--- src/rtl/iter_muldiv_unit.sv ---
// ---------------------------------------------------------------------------
// iter_muldiv_unit
//
// Iterative radix-2 multiply/divide coprocessor. A single shared shift-add /
// restoring-divide engine runs every operation in a fixed WIDTH+1 cycles.
// Signed operations run on operand magnitudes, and the sign is fixed up in
// the final FIX cycle.
//
// Ports
//   clk          system clock, rising edge
//   reset        asynchronous, active-high reset
//   start        request, accepted only while busy=0
//   op[2:0]      000 MUL, 001 MLA, 010 UDIV, 011 SDIV,
//                100 UMULL, 101 UMLAL, 110 SMULL, 111 SMLAL
//   a            multiplicand / dividend
//   b            multiplier / divisor
//   acc_lo       accumulate low word  (MLA, UMLAL, SMLAL)
//   acc_hi       accumulate high word (UMLAL, SMLAL)
//   busy         operation in flight
//   done         one-cycle pulse, results valid
//   result_lo    product low / quotient
//   result_hi    product high / remainder (zero for MUL/MLA)
//   flag_n       MSB of result (hi for long ops, lo otherwise)
//   flag_z       result zero (full 2*WIDTH for long ops, lo otherwise)
//   div_by_zero  set with done when a divide had b==0
//   dbg_state    current FSM state (0 IDLE, 1 RUN, 2 FIX)
//
// Handshake: a rising edge that sees start=1 while the unit is IDLE captures
// op/a/b/acc_lo/acc_hi. busy is high from the next cycle until the FIX edge.
// done pulses high for exactly one cycle after FIX, with busy low in that
// cycle, so start may be asserted in the done cycle to chain operations.
// start is ignored while busy=1. Inputs are sampled only at capture.
// Every output comes directly from a register.
// ---------------------------------------------------------------------------
module iter_muldiv_unit #(
  parameter int WIDTH = 32,
  parameter int CNT_W = 6
) (
  input  logic             clk,
  input  logic             reset,
  input  logic             start,
  input  logic [2:0]       op,
  input  logic [WIDTH-1:0] a,
  input  logic [WIDTH-1:0] b,
  input  logic [WIDTH-1:0] acc_lo,
  input  logic [WIDTH-1:0] acc_hi,
  output logic             busy,
  output logic             done,
  output logic [WIDTH-1:0] result_lo,
  output logic [WIDTH-1:0] result_hi,
  output logic             flag_n,
  output logic             flag_z,
  output logic             div_by_zero,
  output logic [1:0]       dbg_state
);

  localparam logic [CNT_W-1:0] LAST_ITER = CNT_W'(WIDTH - 1);

  typedef enum logic [1:0] {
    ST_IDLE = 2'd0,
    ST_RUN  = 2'd1,
    ST_FIX  = 2'd2
  } state_t;

  state_t r_state;
  state_t w_next_state;

  // Captured operation.
  logic [2:0]       r_op;
  logic [WIDTH-1:0] r_a;        // raw dividend, returned on divide-by-zero
  logic [WIDTH-1:0] r_ma;       // |a| (or a for unsigned ops)
  logic [WIDTH-1:0] r_mb;       // |b| (or b for unsigned ops)
  logic             r_neg_q;    // product / quotient must be negated
  logic             r_neg_r;    // remainder must be negated (dividend sign)
  logic [WIDTH-1:0] r_acc_lo;
  logic [WIDTH-1:0] r_acc_hi;
  logic [CNT_W-1:0] r_cnt;

  // Working registers.
  // Multiply: {r_hi, r_lo} is the 2*WIDTH partial product; r_lo starts as
  //           the multiplier and is consumed LSB-first as product bits
  //           shift in from the top.
  // Divide:   r_hi is the partial remainder, r_lo starts as the dividend and
  //           fills with quotient bits from the bottom.
  logic [WIDTH-1:0] r_hi;
  logic [WIDTH-1:0] r_lo;

  // Output registers.
  logic             r_busy;
  logic             r_done;
  logic [WIDTH-1:0] r_res_lo;
  logic [WIDTH-1:0] r_res_hi;
  logic             r_flag_n;
  logic             r_flag_z;
  logic             r_dbz;

  // -------------------------------------------------------------------------
  // Capture-side decode (operates on the live inputs)
  // -------------------------------------------------------------------------
  logic             w_in_is_div;
  logic             w_in_signed;
  logic             w_a_neg;
  logic             w_b_neg;
  logic [WIDTH-1:0] w_a_mag;
  logic [WIDTH-1:0] w_b_mag;

  assign w_in_is_div = (op[2:1] == 2'b01);
  // SDIV (011), SMULL (110) and SMLAL (111) treat operands as signed.
  assign w_in_signed = (op == 3'b011) || (op[2:1] == 2'b11);
  assign w_a_neg     = w_in_signed & a[WIDTH-1];
  assign w_b_neg     = w_in_signed & b[WIDTH-1];
  // The most-negative value maps onto itself, which as an unsigned
  // magnitude is exactly 2^(WIDTH-1), so no special case is needed here.
  assign w_a_mag     = w_a_neg ? -a : a;
  assign w_b_mag     = w_b_neg ? -b : b;

  // -------------------------------------------------------------------------
  // Iteration datapath
  // -------------------------------------------------------------------------
  logic             w_run_is_div;
  logic [WIDTH:0]   w_mul_sum;
  logic [WIDTH:0]   w_div_shift;
  logic             w_div_ge;
  logic [WIDTH-1:0] w_div_diff;

  assign w_run_is_div = (r_op[2:1] == 2'b01);

  // Shift-add: add the multiplicand when the current multiplier bit is set,
  // then shift the carry/sum right by one into the 2*WIDTH product.
  assign w_mul_sum = {1'b0, r_hi} + (r_lo[0] ? {1'b0, r_ma} : '0);

  // Restoring divide: shift the next dividend bit into the remainder and
  // subtract the divisor only if it fits. When it fits, the difference is
  // below the divisor, so the low WIDTH bits are the whole result.
  assign w_div_shift = {r_hi, r_lo[WIDTH-1]};
  assign w_div_ge    = (w_div_shift >= {1'b0, r_mb});
  assign w_div_diff  = w_div_shift[WIDTH-1:0] - r_mb;

  // -------------------------------------------------------------------------
  // FIX-cycle result formation
  // -------------------------------------------------------------------------
  logic [2*WIDTH-1:0] w_prod;
  logic [2*WIDTH-1:0] w_prod_sgn;
  logic [2*WIDTH-1:0] w_prod_acc;
  logic [WIDTH-1:0]   w_quo;
  logic [WIDTH-1:0]   w_rem;
  logic               w_is_sdiv;
  logic [WIDTH-1:0]   w_res_lo;
  logic [WIDTH-1:0]   w_res_hi;
  logic               w_res_dbz;
  logic               w_res_n;
  logic               w_res_z;

  assign w_is_sdiv  = (r_op == 3'b011);
  assign w_prod     = {r_hi, r_lo};
  // Only SMULL/SMLAL carry a sign; MUL/MLA keep just the low word, which is
  // identical for signed and unsigned operands.
  assign w_prod_sgn = (r_op[2] & r_op[1] & r_neg_q) ? -w_prod : w_prod;
  // op[0] selects the accumulating form of every multiply. Accumulation is
  // modulo 2^(2*WIDTH); MLA only keeps the low word, so acc_hi never
  // reaches its result.
  assign w_prod_acc = w_prod_sgn + (r_op[0] ? {r_acc_hi, r_acc_lo} : '0);
  // Quotient truncates toward zero; the remainder follows the dividend.
  // For most-negative / -1 the magnitude quotient is 2^(WIDTH-1) with no
  // negation, which is already the wrapped result a with remainder 0.
  assign w_quo      = (w_is_sdiv & r_neg_q) ? -r_lo : r_lo;
  assign w_rem      = (w_is_sdiv & r_neg_r) ? -r_hi : r_hi;

  always_comb begin
    w_res_lo  = '0;
    w_res_hi  = '0;
    w_res_dbz = 1'b0;
    w_res_n   = 1'b0;
    w_res_z   = 1'b0;

    if (w_run_is_div) begin
      if (r_mb == '0) begin
        w_res_lo  = '0;
        w_res_hi  = r_a;
        w_res_dbz = 1'b1;
      end else begin
        w_res_lo  = w_quo;
        w_res_hi  = w_rem;
      end
    end else if (r_op[2]) begin
      w_res_lo = w_prod_acc[WIDTH-1:0];
      w_res_hi = w_prod_acc[2*WIDTH-1:WIDTH];
    end else begin
      w_res_lo = w_prod_acc[WIDTH-1:0];
      w_res_hi = '0;
    end

    if (r_op[2]) begin
      w_res_n = w_res_hi[WIDTH-1];
      w_res_z = ({w_res_hi, w_res_lo} == '0);
    end else begin
      w_res_n = w_res_lo[WIDTH-1];
      w_res_z = (w_res_lo == '0);
    end
  end

  // -------------------------------------------------------------------------
  // FSM
  // -------------------------------------------------------------------------
  always_ff @(posedge clk or posedge reset) begin
    if (reset) begin
      r_state <= ST_IDLE;
    end else begin
      r_state <= w_next_state;
    end
  end

  always_comb begin
    w_next_state = r_state;
    case (r_state)
      ST_IDLE: if (start) w_next_state = ST_RUN;
      ST_RUN:  if (r_cnt == LAST_ITER) w_next_state = ST_FIX;
      ST_FIX:  w_next_state = ST_IDLE;
      default: w_next_state = ST_IDLE;
    endcase
  end

  // -------------------------------------------------------------------------
  // Datapath and output registers
  // -------------------------------------------------------------------------
  always_ff @(posedge clk or posedge reset) begin
    if (reset) begin
      r_op     <= '0;
      r_a      <= '0;
      r_ma     <= '0;
      r_mb     <= '0;
      r_neg_q  <= 1'b0;
      r_neg_r  <= 1'b0;
      r_acc_lo <= '0;
      r_acc_hi <= '0;
      r_cnt    <= '0;
      r_hi     <= '0;
      r_lo     <= '0;
      r_busy   <= 1'b0;
      r_done   <= 1'b0;
      r_res_lo <= '0;
      r_res_hi <= '0;
      r_flag_n <= 1'b0;
      r_flag_z <= 1'b0;
      r_dbz    <= 1'b0;
    end else begin
      r_done <= 1'b0;
      case (r_state)
        ST_IDLE: begin
          if (start) begin
            r_op     <= op;
            r_a      <= a;
            r_ma     <= w_a_mag;
            r_mb     <= w_b_mag;
            r_neg_q  <= w_a_neg ^ w_b_neg;
            r_neg_r  <= w_a_neg;
            r_acc_lo <= acc_lo;
            r_acc_hi <= acc_hi;
            r_cnt    <= '0;
            r_hi     <= '0;
            r_lo     <= w_in_is_div ? w_a_mag : w_b_mag;
            r_busy   <= 1'b1;
            r_dbz    <= 1'b0;
          end
        end

        ST_RUN: begin
          r_cnt <= r_cnt + CNT_W'(1);
          if (w_run_is_div) begin
            r_hi <= w_div_ge ? w_div_diff : w_div_shift[WIDTH-1:0];
            r_lo <= {r_lo[WIDTH-2:0], w_div_ge};
          end else begin
            r_hi <= w_mul_sum[WIDTH:1];
            r_lo <= {w_mul_sum[0], r_lo[WIDTH-1:1]};
          end
        end

        ST_FIX: begin
          r_res_lo <= w_res_lo;
          r_res_hi <= w_res_hi;
          r_flag_n <= w_res_n;
          r_flag_z <= w_res_z;
          r_dbz    <= w_res_dbz;
          r_busy   <= 1'b0;
          r_done   <= 1'b1;
        end

        default: begin
          r_busy <= 1'b0;
        end
      endcase
    end
  end

  assign busy        = r_busy;
  assign done        = r_done;
  assign result_lo   = r_res_lo;
  assign result_hi   = r_res_hi;
  assign flag_n      = r_flag_n;
  assign flag_z      = r_flag_z;
  assign div_by_zero = r_dbz;
  assign dbg_state   = r_state;

endmodule

--- config.mk ---
export PLATFORM = sky130hd
export DESIGN_NAME = iter_muldiv_unit
export DESIGN_NICKNAME = d
export VERILOG_FILES = /design/src/rtl/iter_muldiv_unit.sv
export SDC_FILE = /design/constraint.sdc
export NUM_CORES = 1
export LEC_CHECK = 0
export BUFFER_PORTS_ARGS = -buffer_cell sky130_fd_sc_hd__buf_2
export CORE_UTILIZATION = 35
export DETAILED_ROUTE_END_ITERATION = 12
export SYNTH_ARGS = -nofsm -noshare
export SYNTH_HDL_FRONTEND = slang
export SYNTH_SLANG_ARGS = --single-unit
--- constraint.sdc ---
create_clock -name clk -period 14.49 [get_ports clk]
set_clock_uncertainty 0.15 [all_clocks]
set_input_delay 0 -clock clk [delete_from_list [all_inputs] [get_ports clk]]
set_output_delay 0 -clock clk [all_outputs]
set_load 0.01 [all_outputs]
Word level (Yosys, flattened, before mapping)
Index checks and enable logic that the tools add are counted.
Word-level totals
  register bits: 306
  bits in latches: 0
  RAM bits: 0
  ROM bits: 0
  bits of input ports: 134
  memories: 0
Cells by class
  $add $sub $neg: 9
  multipliers: 0
  divide/modulo/power cells: 0
  $lt $le $gt $ge: 1
  eq/ne operators: 10
  shift-type cells: 0
  mux-type cells: 34
  bitwise operators: 8
  reductions and logical operators: 12
Operators by type and width (number)
  2-to-1 mux 32 bit: 16
  2-to-1 mux 64 bit: 2
  negation 32 bit: 4
  case mux 32 bit (2 select lines): 2
  adder 64 bit: 1
  logical NOT 32 bit: 2
  logical NOT 64 bit: 1
  negation 64 bit: 1
  adder 32 x 32 -> 33 bit: 1
  greater-or-equal comparator 33 x 32 -> 1 bit: 1
  subtractor 32 bit: 1
  case mux 6 bit (2 select lines): 1
  AND reduction 2 bit: 5
  2-to-1 mux 1 bit: 7
  adder 6 x 1 -> 6 bit (second input constant): 1
  AND 1 bit: 6
  == test 2 x 1 -> 1 bit (second input constant): 3
  == test 3 x 2 -> 1 bit (second input constant): 2
  == test 6 x 5 -> 1 bit (second input constant): 1
  2-to-1 mux 6 bit: 1
  == test 2 bit (second input constant): 2
  2-to-1 mux 2 bit: 2
  inequality test 2 bit (second input constant): 2
  case mux 1 bit (2 select lines): 2
  other kinds (6): 7

Longest topological paths before layout
  depth in word-level cells: 8
  gate-level depth with buffers: 25

Least setup slack after synthesis
OpenSTA, ideal clock, no wires.
  path kind: register -> register
  from: reg r_lo[17]
  to: reg r_flag_z (netlist: flag_z)
  library setup time: 0.067 ns
  arrival: 4.973 ns
  required time: 14.273 ns
  slack: 9.300 ns
  cell stages (with the launch flop): 26
  path buffers: 3
  clock period less this slack: 5.190 ns
  path through: dfrtp_1 clkbuf_1 nor4_1 nand4_1 nor4_1 and2_1 buf_2 nand4_1 nor3_1 nand2_1 nand2_1 xnor2_1 ha_1 clkbuf_1 and3_1 or3b_2 inv_1 nand2_1 o221ai_1 o21ai_0 a21o_1 a31o_2 a211oi_1 and4_1 nand4_1 nand2_1
On the way
  cells in the longest elaborated chain, start to end: 7
  elaborated cells between the ends (all ways): 12
Ends and longest elaborated chain
  from (decl): RTL line 86  | logic [WIDTH-1:0] r_lo;
  from (signal assigned): RTL line 261  | r_lo <= w_in_is_div ? w_a_mag : w_b_mag;
  from (signal assigned): RTL line 271  | r_lo <= {r_lo[WIDTH-2:0], w_div_ge};
  from (signal assigned): RTL line 274  | r_lo <= {w_mul_sum[0], r_lo[WIDTH-1:1]};
  negation 64 bit: RTL line 158  | assign w_prod_sgn = (r_op[2] & r_op[1] & r_neg_q) ? -w_prod : w_prod;
  2-to-1 mux 64 bit: RTL line 158
  adder 64 bit: RTL line 162  | assign w_prod_acc = w_prod_sgn + (r_op[0] ? {r_acc_hi, r_acc_lo} : '0);
  2-to-1 mux 32 bit: RTL line 185  | end else if (r_op[2]) begin
  2-to-1 mux 32 bit: RTL line 176  | if (w_run_is_div) begin
  logical NOT 64 bit: RTL line 195  | w_res_z = ({w_res_hi, w_res_lo} == '0);
  2-to-1 mux 1 bit *: RTL line 193  | if (r_op[2]) begin
  to (signal assigned): RTL line 282  | r_flag_z <= w_res_z;
  to (decl): RTL line 94  | logic r_flag_z;
Every way passes the cells marked *; elsewhere a longest branch is shown, timed or not.
A chain may end at the register's enable or synchronous reset.

Worst setup path in the final report
  from: reg r_lo[0]
  to: reg r_flag_z (netlist: flag_z)
The elaborated chain is that of the path after synthesis.

==> metrics.md <==
| Metric | Value |
|---|---|
| Status | `finished, final reports clean` |
| First-pass GRT wire length | `155000 um` |
| Die area | `73800 sq um` |
| Worst hold path depth | `4` |
| Hold Path Origin | `acc_hi[25]` |
| Setup total negative slack | `0 ns` |
| Hold slack | `roughly 0.018 ns` |
| Cell taking the most area after synthesis | `dfrtp_1` |
| Area Overhead vs Synth | `19.8%` |
| Num CTS Buffers | `38` |
| Port bufs | `204` |
| RR Startpoint | `r_lo[0]` |
| Worst-case clock buffer depth | `3` |
| Initial DRC count | `2431` |
| Internal | `0.00338 W` |
| Htree depth | `2` |
| IO Count | `205` |
| Vias in the first global route | `24.7k` |
| Main synth FF type | `dfrtp_1` |
| EDFF count, synth | `0` |
| FF-to-FF setup slack | `7.67 ns` |
| Synth cell types | `87` |
| Final cycle utilization of the critical path | `0.471` |
| Setup violators final | `0` |
| HP Class | `primary input to register` |
| Critical path fanouts, max | `37` |
| Synth cell count leaders | `nand2_1 (784), dfrtp_1 (305), o21ai_0 (290)` |
| Gate power share | `0.590` |
| Fill cell count | `7313` |
| Sw Ratio | `0.502` |
| LEAKAGE | `13.9 nW` |
| Sequential power share | `0.250` |
| Initial Util | `0.355` |
| Endpoints failing hold | `0` |
| Initial DRT Pass Iterations | `5` |
| Vias | `about 26k` |
| Initial antenna violation count | `1` |
| Pwr/cell area | `approximately 220 nW/um^2` |
| Ys async rst share | `1.00` |
| Hold endpoint | `r_acc_hi[25]` |
| Leading post-synthesis cells by cell area | `dfrtp_1 (30%), nand2_1 (12%), ha_1 (6.5%)` |
| Worst vdd ir | `0.123 mV` |
| Top-area cell type share of the netlist area | `0.300` |
| Gate Count Post-Synth | `3429` |
| CTS Root Cell | `clkbuf_16` |
| Highest clock rate | `147 MHz` |
| Post-synthesis sequential area ratio | `0.300` |
| HPWL Detailed | `approximately 79000 um` |
| Largest net degree at the start of global routing | `100` |
| Most frequent cell after synthesis | `nand2_1` |
| Minimum clock period | `6.82 ns` |
| Slew Limit Headroom | `0.145` |
| Mapped Nets | `roughly 3.7k` |
| Post-route ant nets | `0` |
| Mapped Area | `between 20000 and 30000 sq um` |
| Slew Viols, Final | `0` |
| Die X | `between 200 and 300 um` |
| CTS tree | `done` |
| Clk pwr share | `0.161` |
| Sw power | `roughly 0.0034 W` |
| Ys Warns | `0` |
| Die Ht | `272 um` |
| WL per Instance | `22.1 um` |
| Setup crit end kind | `register` |
| Clock latency on the worst-skew pair | `0.59 ns` |
| Worst-path clk slew | `~0.060 ns` |
| Num Clock Sinks | `305` |
| Layout cells sized above 1 | `0.0916` |
| Register area | `about 7600 sq um` |
| R2r endpoint | `flag_z` |
| Crit path DAT | `between 7 and 8 ns` |
| Area of the multi-input gates | `~17000 sq um` |
| RSZ-0062 raised after global routing | `false` |
| RD Place Congestion | `0.947` |
| Final WL | `roughly 100000 um` |
| Cell row count | `98` |
| R2R cell count | `21` |
| Syn avg cell area | `~7.4 sq um` |
| #FFs+latches synth | `305` |
| Critical setup path kind | `register to register` |
| Tot GR Track Use | `0.272` |
| Vias/cell | `5.63` |
| # DRC | `0` |
| Core area | `71700 sq um` |
| Required time worst endpoint | `14.86 ns` |
| Number of nets in the layout | `3942` |
| Worst slew pin tran | `1.27 ns` |
| Grt ovf | `0` |
| Worst setup SP type | `register` |
| Max cap viols | `0` |
-- state kept, by name, summed over array words and instances, names as in the netlist, 2 cells and up --
name / cells
result_lo: 32
result_hi: 32
dbg_state: 2
r_lo: 32
r_a: 32
r_acc_hi: 32
r_acc_lo: 32
r_cnt: 6
r_op: 3
r_ma: 31
r_mb: 32
r_hi: 32
-- layout make-up --
type / count / area share
multi-input cells: 2806 / 0.547
inverters: 88 / 0.0111
clock buffers: 47 / 0.0343
diodes: 1 / 0.0000821
clock inverters: 20 / 0.0120
well taps: 950 / 0.0390
flip-flops and latches: 305 / 0.250
repair buffers: 433 / 0.107
-- layout by cell type (no fill, tap or decap), types with 10 or more instances in the layout --
cell type and instances:
dfrtp_1 304, ha_1 133, a21oi_1 269, nor2_1 222
a22oi_1 17, and2_1 117, nand2b_1 25, buf_4 25
a21o_1 49, o31ai_1 22, o221ai_1 12, or3_1 16
a211oi_1 29, o211ai_1 29, a31oi_1 55, mux2i_1 22
dlygate4sd3_1 204, nor3_1 42, o41ai_1 12, nor2b_1 16
nor3b_1 10, nand2_1 782, o21bai_1 17, nor4_1 41
nand3_1 42, o21a_1 24, nand4_1 53, buf_2 204
xnor2_1 157, and3_1 20, inv_1 86, clkbuf_16 39
xor2_1 119, o21ai_0 290
-- critical path: stages, from the launching register on --
cell	delay, ns
dfrtp_1	1.00
inv_1	0.16
ha_1	0.32
nor2b_1	0.17
and4b_1	0.30
and3_1	0.23
and2_0	0.24
nor2_1	0.16
xor2_1	0.23
ha_1	0.36
a21oi_1	0.26
o211ai_1	0.13
a311o_1	0.33
o32ai_1	0.62
nand2_1	0.21
xor2_1	0.19
a2bb2oi_1	0.20
o2111a_1	0.21
nand4_1	0.09
nor4b_1	0.85
nand4_1	0.18
nand2_1	0.13
-- per-layer routing --
layer	wire length [um]	share of wire	track usage
met4	2790	0.027	0.0781
met2	43800	0.43	0.409
met1	47300	0.46	0.394
met5	0	0	0
met3	8730	0.085	0.0512
-- cell families after synthesis --
group           share of synthesized area
simple gates                        0.258
mux                               0.00998
xor+xnor                           0.0956
flops                               0.300
compound gates                      0.222
fa+ha+maj                          0.0677
buf+inv                            0.0474
-- timing repair --
| action | CTS | global route |
|---|---|---|
| hold buffers | 204 | 0 |
| hold endpoints to repair | 297 | 0 |
| gates resized for setup | 0 | 0 |
| setup buffers | 0 | 0 |
-- metrics by stage --
stage | utilization | cell area [sq um] | cells | setup WS [ns] | power (W)
after floorplan | - | 25500 | 3429 | 5.91 | 0.00437
after global placement | 0.377 | 27000 | 4378 | 7.77 | 0.00556
after detailed placement | 0.377 | 27000 | 4378 | 7.65 | 0.00555
after CTS | 0.425 | 30500 | 4649 | 7.61 | 0.00673
after global routing | 0.425 | 30500 | 4649 | 7.11 | 0.00728
final | 0.425 | 30500 | 4650 | 7.67 | 0.00680
-- how the worst max path moves through the flow --
stage,end,start,cells after the start
final,flag_z,r_lo[0],21
after floorplan,busy,reset,1
after global placement,flag_z,r_lo[0],21
after CTS,flag_z,r_lo[0],21
after global routing,flag_z,r_lo[0],21
after detailed placement,flag_z,r_lo[0],21
-- power by group through the flow --
stage | logic, W | clock network (W) | registers (W)
floorplan | 0.00301 | 0 | 0.00136
global placement | 0.00388 | 0 | 0.00168
detailed placement | 0.00387 | 0 | 0.00169
CTS | 0.00394 | 0.00111 | 0.00167
global route | 0.00440 | 0.00114 | 0.00174
finish | 0.00401 | 0.00109 | 0.00170
Power figures use the tool's default switching activity.
